File: src/rtl/dm_access_arbiter.sv
// dm_access_arbiter: shares the single data-memory port between the M-stage
// CPU access and a DMA/loader requester. Each access runs IDLE -> BUSY
// (MEM_LAT cycles) -> RESP. Byte enables and lane-replicated store data are
// derived from the latched address and size.
// Optional macro ALIGN_CHECK_EN: misaligned CPU word/half accesses are
// rejected in IDLE with a cpu_adel_ades pulse instead of reaching DM.
module dm_access_arbiter #(
    parameter int MEM_LAT    = 1,
    parameter int STARVE_MAX = 3
) (
    input  logic        clk,
    input  logic        reset,
    input  logic        cpu_req,
    input  logic        cpu_we,
    input  logic [1:0]  cpu_size,
    input  logic [31:0] cpu_addr,
    input  logic [31:0] cpu_wdata,
    output logic        cpu_stall,
    output logic        cpu_done,
    output logic [31:0] cpu_rdata,
    input  logic        dma_req,
    input  logic        dma_we,
    input  logic [31:0] dma_addr,
    input  logic [31:0] dma_wdata,
    output logic        dma_gnt,
    output logic        dma_done,
    output logic [31:0] dma_rdata,
    output logic        mem_we,
    output logic [3:0]  mem_be,
    output logic [31:0] mem_addr,
    output logic [31:0] mem_wdata,
    input  logic [31:0] mem_rdata,
    output logic        cpu_adel_ades
);

    typedef enum logic [1:0] {S_IDLE, S_BUSY, S_RESP} state_t;

    localparam logic [1:0] LAT_LAST = 2'(MEM_LAT - 1);
    localparam logic [2:0] STARVE_TOP = 3'(STARVE_MAX);

    state_t      state_q, state_d;
    logic        owner_dma_q, owner_dma_d;
    logic        req_we_q, req_we_d;
    logic [1:0]  req_size_q, req_size_d;
    logic [31:0] req_addr_q, req_addr_d;
    logic [31:0] req_wdata_q, req_wdata_d;
    logic [1:0]  lat_q, lat_d;
    logic [2:0]  starve_q, starve_d;
    logic [31:0] cpu_rdata_q, cpu_rdata_d;
    logic [31:0] dma_rdata_q, dma_rdata_d;
    logic        cpu_done_q, cpu_done_d;
    logic        dma_done_q, dma_done_d;
    logic        misalign;
    logic        cpu_ok;

    // Byte enables from access size and low address bits (size 11 acts as word)
    function automatic logic [3:0] byte_en(input logic [1:0] size, input logic [1:0] a);
        case (size)
            2'b01:   byte_en = a[1] ? 4'b1100 : 4'b0011;
            2'b10:   byte_en = 4'b0001 << a;
            default: byte_en = 4'b1111;
        endcase
    endfunction

    // Replicate right-aligned store data across all lanes it may land in
    function automatic logic [31:0] lane_rep(input logic [1:0] size, input logic [31:0] w);
        case (size)
            2'b01:   lane_rep = {2{w[15:0]}};
            2'b10:   lane_rep = {4{w[7:0]}};
            default: lane_rep = w;
        endcase
    endfunction

`ifdef ALIGN_CHECK_EN
    logic adel_q;

    // Word needs addr[1:0]==0, half needs addr[0]==0; bytes are always legal
    always_comb begin
        misalign = 1'b0;
        if (cpu_req && !cpu_done_q) begin
            case (cpu_size)
                2'b01:   misalign = cpu_addr[0];
                2'b10:   misalign = 1'b0;
                default: misalign = (cpu_addr[1:0] != 2'b00);
            endcase
        end
    end

    // Misalignment flag pulses in the same cycle as the rejecting cpu_done
    always_ff @(posedge clk) begin
        if (reset) adel_q <= 1'b0;
        else       adel_q <= (state_q == S_IDLE) && misalign;
    end

    assign cpu_adel_ades = adel_q;
`else
    assign misalign      = 1'b0;
    assign cpu_adel_ades = 1'b0;
`endif

    // cpu_done_q masks the still-held request during a rejection pulse
    assign cpu_ok = cpu_req && !cpu_done_q && !misalign;

    // Next-state: arbitration in IDLE, latency count in BUSY, done in RESP
    always_comb begin
        state_d     = state_q;
        owner_dma_d = owner_dma_q;
        req_we_d    = req_we_q;
        req_size_d  = req_size_q;
        req_addr_d  = req_addr_q;
        req_wdata_d = req_wdata_q;
        lat_d       = lat_q;
        starve_d    = starve_q;
        cpu_rdata_d = cpu_rdata_q;
        dma_rdata_d = dma_rdata_q;
        cpu_done_d  = 1'b0;
        dma_done_d  = 1'b0;
        case (state_q)
            S_IDLE: begin
                if (misalign) cpu_done_d = 1'b1;
                if (cpu_ok && !(dma_req && starve_q == STARVE_TOP)) begin
                    state_d     = S_BUSY;
                    owner_dma_d = 1'b0;
                    req_we_d    = cpu_we;
                    req_size_d  = cpu_size;
                    req_addr_d  = cpu_addr;
                    req_wdata_d = cpu_wdata;
                    lat_d       = 2'd0;
                    if (!dma_req)                    starve_d = 3'd0;
                    else if (starve_q != STARVE_TOP) starve_d = starve_q + 3'd1;
                end else if (dma_req) begin
                    state_d     = S_BUSY;
                    owner_dma_d = 1'b1;
                    req_we_d    = dma_we;
                    req_size_d  = 2'b00;
                    req_addr_d  = {dma_addr[31:2], 2'b00};
                    req_wdata_d = dma_wdata;
                    lat_d       = 2'd0;
                    starve_d    = 3'd0;
                end
            end
            S_BUSY: begin
                if (lat_q == LAT_LAST) begin
                    state_d = S_RESP;
                    lat_d   = 2'd0;
                    if (owner_dma_q) begin
                        dma_rdata_d = mem_rdata;
                        dma_done_d  = 1'b1;
                    end else begin
                        cpu_rdata_d = mem_rdata;
                        cpu_done_d  = 1'b1;
                    end
                end else begin
                    lat_d = lat_q + 2'd1;
                end
            end
            default: state_d = S_IDLE;
        endcase
    end

    // State and request registers; reset aborts any transaction in flight
    always_ff @(posedge clk) begin
        if (reset) begin
            state_q     <= S_IDLE;
            owner_dma_q <= 1'b0;
            req_we_q    <= 1'b0;
            req_size_q  <= 2'b00;
            req_addr_q  <= 32'h0;
            req_wdata_q <= 32'h0;
            lat_q       <= 2'd0;
            starve_q    <= 3'd0;
            cpu_rdata_q <= 32'h0;
            dma_rdata_q <= 32'h0;
            cpu_done_q  <= 1'b0;
            dma_done_q  <= 1'b0;
        end else begin
            state_q     <= state_d;
            owner_dma_q <= owner_dma_d;
            req_we_q    <= req_we_d;
            req_size_q  <= req_size_d;
            req_addr_q  <= req_addr_d;
            req_wdata_q <= req_wdata_d;
            lat_q       <= lat_d;
            starve_q    <= starve_d;
            cpu_rdata_q <= cpu_rdata_d;
            dma_rdata_q <= dma_rdata_d;
            cpu_done_q  <= cpu_done_d;
            dma_done_q  <= dma_done_d;
        end
    end

    // DM port decode: strobes only in BUSY, address/data hold between accesses
    assign mem_we    = !reset && (state_q == S_BUSY) && (lat_q == 2'd0) && req_we_q;
    assign mem_be    = (!reset && state_q == S_BUSY) ? byte_en(req_size_q, req_addr_q[1:0]) : 4'b0000;
    assign mem_addr  = {req_addr_q[31:2], 2'b00};
    assign mem_wdata = lane_rep(req_size_q, req_wdata_q);

    assign cpu_stall = cpu_req && !cpu_done_q && !reset;
    assign cpu_done  = cpu_done_q;
    assign cpu_rdata = cpu_rdata_q;
    assign dma_done  = dma_done_q;
    assign dma_rdata = dma_rdata_q;
    assign dma_gnt   = !reset && owner_dma_q && (state_q != S_IDLE);

endmodule

File: config.mk
export PLATFORM = sky130hd
export DESIGN_NAME = dm_access_arbiter
export DESIGN_NICKNAME = d
export VERILOG_FILES = /design/src/rtl/dm_access_arbiter.sv
export SDC_FILE = /design/constraint.sdc
export NUM_CORES = 1
export LEC_CHECK = 0
export ABC_AREA = 1
export BUFFER_PORTS_ARGS = -buffer_cell sky130_fd_sc_hd__buf_2
export CORE_MARGIN = 10
export CORE_UTILIZATION = 45
export DETAILED_ROUTE_END_ITERATION = 10
export PLACE_DENSITY = 0.75
export SLEW_MARGIN = 20
export SYNTH_ARGS = -nofsm -noshare
export SYNTH_HDL_FRONTEND = slang
export SYNTH_SLANG_ARGS = --single-unit
File: constraint.sdc
create_clock -name clk -period 3.7 [get_ports clk]
set_input_delay 0.185 -clock clk [delete_from_list [all_inputs] [get_ports clk]]
set_output_delay 0.185 -clock clk [all_outputs]
set_load 0.005 [all_outputs]
# ---- Word-level counts from Yosys, hierarchy flattened
# Cells that the tools add are included.
dict set report op_classes {
  addsub 2
  n_eq_ne 8
  n_shift 1
  mux 27
  bitwise 3
  n_reduce_logical 24
}
# op n
set ops {}
lappend ops {{$mux W32} 4}
lappend ops {{$pmux W32 S2} 1}
lappend ops {{$mux W2} 7}
lappend ops {{$mux W3} 4}
lappend ops {{$logic_and A1 B1 Y1} 9}
lappend ops {{$reduce_and A3 Y1} 3}
lappend ops {{$mux W4} 2}
lappend ops {{$pmux W2 S2} 2}
lappend ops {{$pmux W4 S2} 1}
lappend ops {{$mux W1} 6}
lappend ops {{$ne A3 B2 Y1 const B} 2}
lappend ops {{$reduce_and A2 Y1} 3}
lappend ops {{$reduce_bool A2 Y1} 3}
lappend ops {{$eq A2 B1 Y1 const B} 2}
lappend ops {{$logic_not A2 Y1} 2}
lappend ops {{$shl A1 B2 Y4 const A} 1}
lappend ops {{$add A3 B1 Y3 const B} 1}
lappend ops {{$eq A3 B2 Y1 const B} 1}
lappend ops {{$logic_not A1 Y1} 3}
lappend ops {{$ne A3 B3 Y1 const B} 1}
lappend ops {{$not A1 Y1} 3}
lappend ops {{$reduce_or A3 Y1} 1}
lappend ops {{$add A2 B1 Y2 const B} 1}
lappend ops {{$eq A2 B2 Y1 const B} 1}
lappend ops {{$ne A2 B2 Y1 const B} 1}
dict set report totals {
  regBits 141
  in_bits 168
  output_inout_bits 138
  wordCells 77
}

# ---- Depth between registers and ports, before layout
dict set report logic_depth {
  depth_word 6
  depth_mapped 10
  depth_no_buf 8
}

# ---- Least setup slack after synthesis
# OpenSTA, ideal clock, no wires.
dict set report synth_timing {
  path_type {register to output}
  start {register req_size_q[0]}
  end {output port mem_wdata[10]}
  arrival_ps 1418
  required_ps 3515
  setup_slack_ps 2097
  stages_incl_launch_ff 8
  n_path_buf 2
  cell_sequence {dfxtp_1 inv_1 ha_1 buf_4 clkinv_1 buf_2 a31oi_1 o21ai_0}
}
dict set report synth_via {
  elab_chain_len 2
  elab_cells_between_ends 3
  classes_between {eq/ne (2); mux (1)}
}
# item line_no
set synth_lines {}
lappend synth_lines {{start: declaration} 44} ;# logic [1:0] req_size_q, req_size_d;
lappend synth_lines {{start signal: assignment} 180} ;# req_size_q <= req_size_d;
lappend synth_lines {{$eq A2 B2 Y1 or $eq A2 B1 Y1 (tied branches)} 67} ;# case (size)
lappend synth_lines {{$pmux W32 S2 (*)} 67}
lappend synth_lines {{end: declaration} 31} ;# output logic [31:0] mem_wdata,
# Mark *: on every way between the ends. The rest lies on a longest branch, timed or not.

# ---- Worst setup path after layout
dict set report layout_timing {
  start {register req_size_q[0]}
  end {output port mem_wdata[30]}
}
# Same word-level chain as after synthesis.

==> flow_summary_export.csv <==
group,metric,value,unit
routing,num_vias,7429,
setup_path,slowest_stage,"ha_1",
logic_synthesis,yosys.area.top_type_share,39.0,%
logic_synthesis,synth_cells,1171,
routing,drt_iter0_drc,345,
logic_synthesis,synth_area,7240,um2
sta,slew_headroom,55.4,%
status,outcome,"finished clean",
sta,rsz0062_at_grt,"no",
clock_tree,cts_buffer_depth,2,
routing,drc,0,
placement,hpwl,16500,um
sta,post-route-min-period,2.44,ns
floorplanning,die_x,147,um
setup_path,path_class,"reg2out",
clock_tree,h-tree-depth,4,
floorplanning,rows,46,
run,drv_cap,0,
setup_path,cpPeakStageDelay,0.46,ns
grt,overflow,0,
grt,met3_usage,7.62,%
power_and_ir_drop,p_per_area,477,nW/um2
logic_synthesis,yosysMostFrequentCell,"nand2_1",
setup_path,path_cells,"inv_1 -> ha_1 -> clkinv_1 -> buf_4 -> a31oi_1 -> o21ai_0 -> buf_2",
grt,grt_pass1_wl,35900,um
logic_synthesis,synth_flop_cell,"dfxtp_1",
clock_tree,cts-resized-gates,0,
logic_synthesis,ys_types,23,
placement,pre_cts_ws,1.41,ns
sta,worstMarginPinSlew,0.669,ns
logic_synthesis,ys_ff_latch,141,
routing,drt-pass1-iter-count,5,
clock_tree,cts_made_buffers,17,
clock_tree,tritoncts,"built",
logic_synthesis,synth_common_cells,"330 x nand2_1, 278 x nor2_1, 145 x inv_1",
grt,use_met1,22.9,%
clock_tree,post_cts_buffers,0,
clock_tree,clock_sinks,141,
power_and_ir_drop,power.leakage,5.11,nW
clock_tree,clock_latency,0.42,ns
setup_path,cp_max_fo,44,
setup_path,crit_required,3.51,ns
power_and_ir_drop,design_power_total,4.38,mW
grt,grt_pass1_vias,7100,
finish,nets,1580,
finish,area_delta_synth_final,26.7,%
floorplanning,die_h,147,um
sta,setup_viol,0,
placement,port_buffers,300,
sta,tns,0,ns
placement,placed_area,8460,um2
routing,via_per_inst,4.54,
grt,busiest_layer,"met2",
logic_synthesis,synth_top_cell_by_area,"dfxtp_1",
logic_synthesis,yosysWarningCount,0,
worst_hold_path,holdCritPathClass,"in2reg",
sta,setup_ws,1.26,ns
logic_synthesis,synthArstFlopShare,0,%
finish,drive_above_1_share,24.8,%
floorplanning,initial_utilization,45.8,%
routing,wire_per_inst,13.8,um
logic_synthesis,avgSynthCellArea,6.18,um2
finish,stdcell_area,9180,um2
sta,drv_slew,0,
sta,whs,0.0138,ns
routing,ant_nets,0,
logic_synthesis,ys_seq_area_share,39.0,%
setup_path,end_kind,"primary output",
routing,wl,22600,um
grt,grt_max_degree,116,
setup_path,cp-start-kind,"flip-flop",
placement,gp_congestion,0.864,
sta,finalHoldViolations,0,
grt,grtUsageTotal,20.1,%
sta,fin_skew,0.0130,ns
grt,antenna_found_initial,1,
floorplanning,core-area,15800,um2
clock_tree,cts_root_buf,"clkbuf_16",
clock_tree,clk_pin_slew,0.06,ns
sta,max_freq,0.410,GHz
logic_synthesis,ys_top_cells_by_area,"dfxtp_1 39%, nand2_1 17%, nor2_1 14%, inv_1 7.5%, buf_4 5.1%",
setup_path,critPathArrivalTime,2.25,ns
floorplanning,die_area,21600,um2
logic_synthesis,synth_edf_count,0,
power_and_ir_drop,vdd_drop_max,0.307,mV
grt,grtUsageMet2,33.9,%
floorplanning,pin_count,306,
sta,min_period_over_period,65.9,%
==> worst max-delay path: cells and delay by family (launching register included) <==
kind | cells | cell delay (ns)
buffers and inverters | 4 | 0.60
AO/OA/AOI/OAI | 2 | 0.42
flip-flops | 1 | 0.35
adder cells (fa/ha/maj) | 1 | 0.46
==> cells by family (layout without fill, tap and decap cells) <==
group | Yosys count | after routing | synth area share, %
buf+inv | 257 | 502 | 16.9
fa+ha+maj | 7 | 7 | 1.21
flops | 141 | 141 | 39.0
simple gates | 654 | 654 | 34.8
other cells | 1 | 4 | 0.0518
compound gates | 111 | 111 | 8.07
==> layout by cell type (no fill, tap or decap), drive strengths merged, types with 5 or more instances in the layout <==
master / instances
ha: 7
a21oi: 39
nor2: 281
o21ai: 52
nand2: 332
o22ai: 8
dlygate4sd3: 10
buf: 311
a31oi: 12
nand3: 39
clkbuf: 18
clkinv: 5
dfxtp: 141
inv: 153
==> routing by layer <==
layer	wire length, um	vias to the layer above
met3	2100	19
li1	-	3931
met2	10900	248
met1	9370	3231
met5	0	-
met4	285	0
==> path summary, 6_finish.rpt <==
check	start	end	slack [ns]	depth (start not counted)
max reg2reg	starve_q[0]	req_addr_q[24]	1.60	9
min	mem_rdata[4]	dma_rdata[4]	0.01	3
max	req_size_q[0]	mem_wdata[30]	1.26	7
min reg2reg	cpu_rdata[2]	cpu_rdata[2]	0.46	2
==> area by class of cell <==
type | count | area, um2
Fill cell | 1558 | 6650
Multi-Input combinational cell | 775 | 3230
Sequential cell | 141 | 2820
Timing Repair Buffer | 321 | 1680
Inverter | 149 | 561
Clock buffer | 18 | 429
Tap cell | 216 | 270
Clock inverter | 14 | 180
Antenna cell | 1 | 2.50
==> report_power, final <==
| group | total [mW] | switching, mW | internal [mW] |
|---|---|---|---|
| clock | 1.77 | 0.697 | 1.07 |
| sequential | 1.73 | 0.0720 | 1.65 |
| combinational | 0.882 | 0.536 | 0.346 |
==> state kept, by name, summed over array words and instances, names as in the netlist <==
name / count
cpu_done: 1
req_addr_q: 32
cpu_rdata: 32
req_wdata_q: 32
dma_done: 1
lat_q: 2
starve_q: 3
req_we_q: 1
owner_dma_q: 1
state_q: 2
req_size_q: 2
dma_rdata: 32
==> stage by stage <==
step | instances | utilization, %
3_5_place_dp | 1592 | 53.4
6_report | 1635 | 58.0
3_3_place_gp | 1592 | 53.4
4_1_cts | 1634 | 57.9
2_1_floorplan | 1173 | -
5_1_grt | 1635 | 58.0
==> what timing repair did <==
action                     in CTS  in global routing
hold endpoints to repair       10                  0
hold buffers                   10                  0
setup endpoints to repair       0                  0
Power figures use the tool's default switching activity.
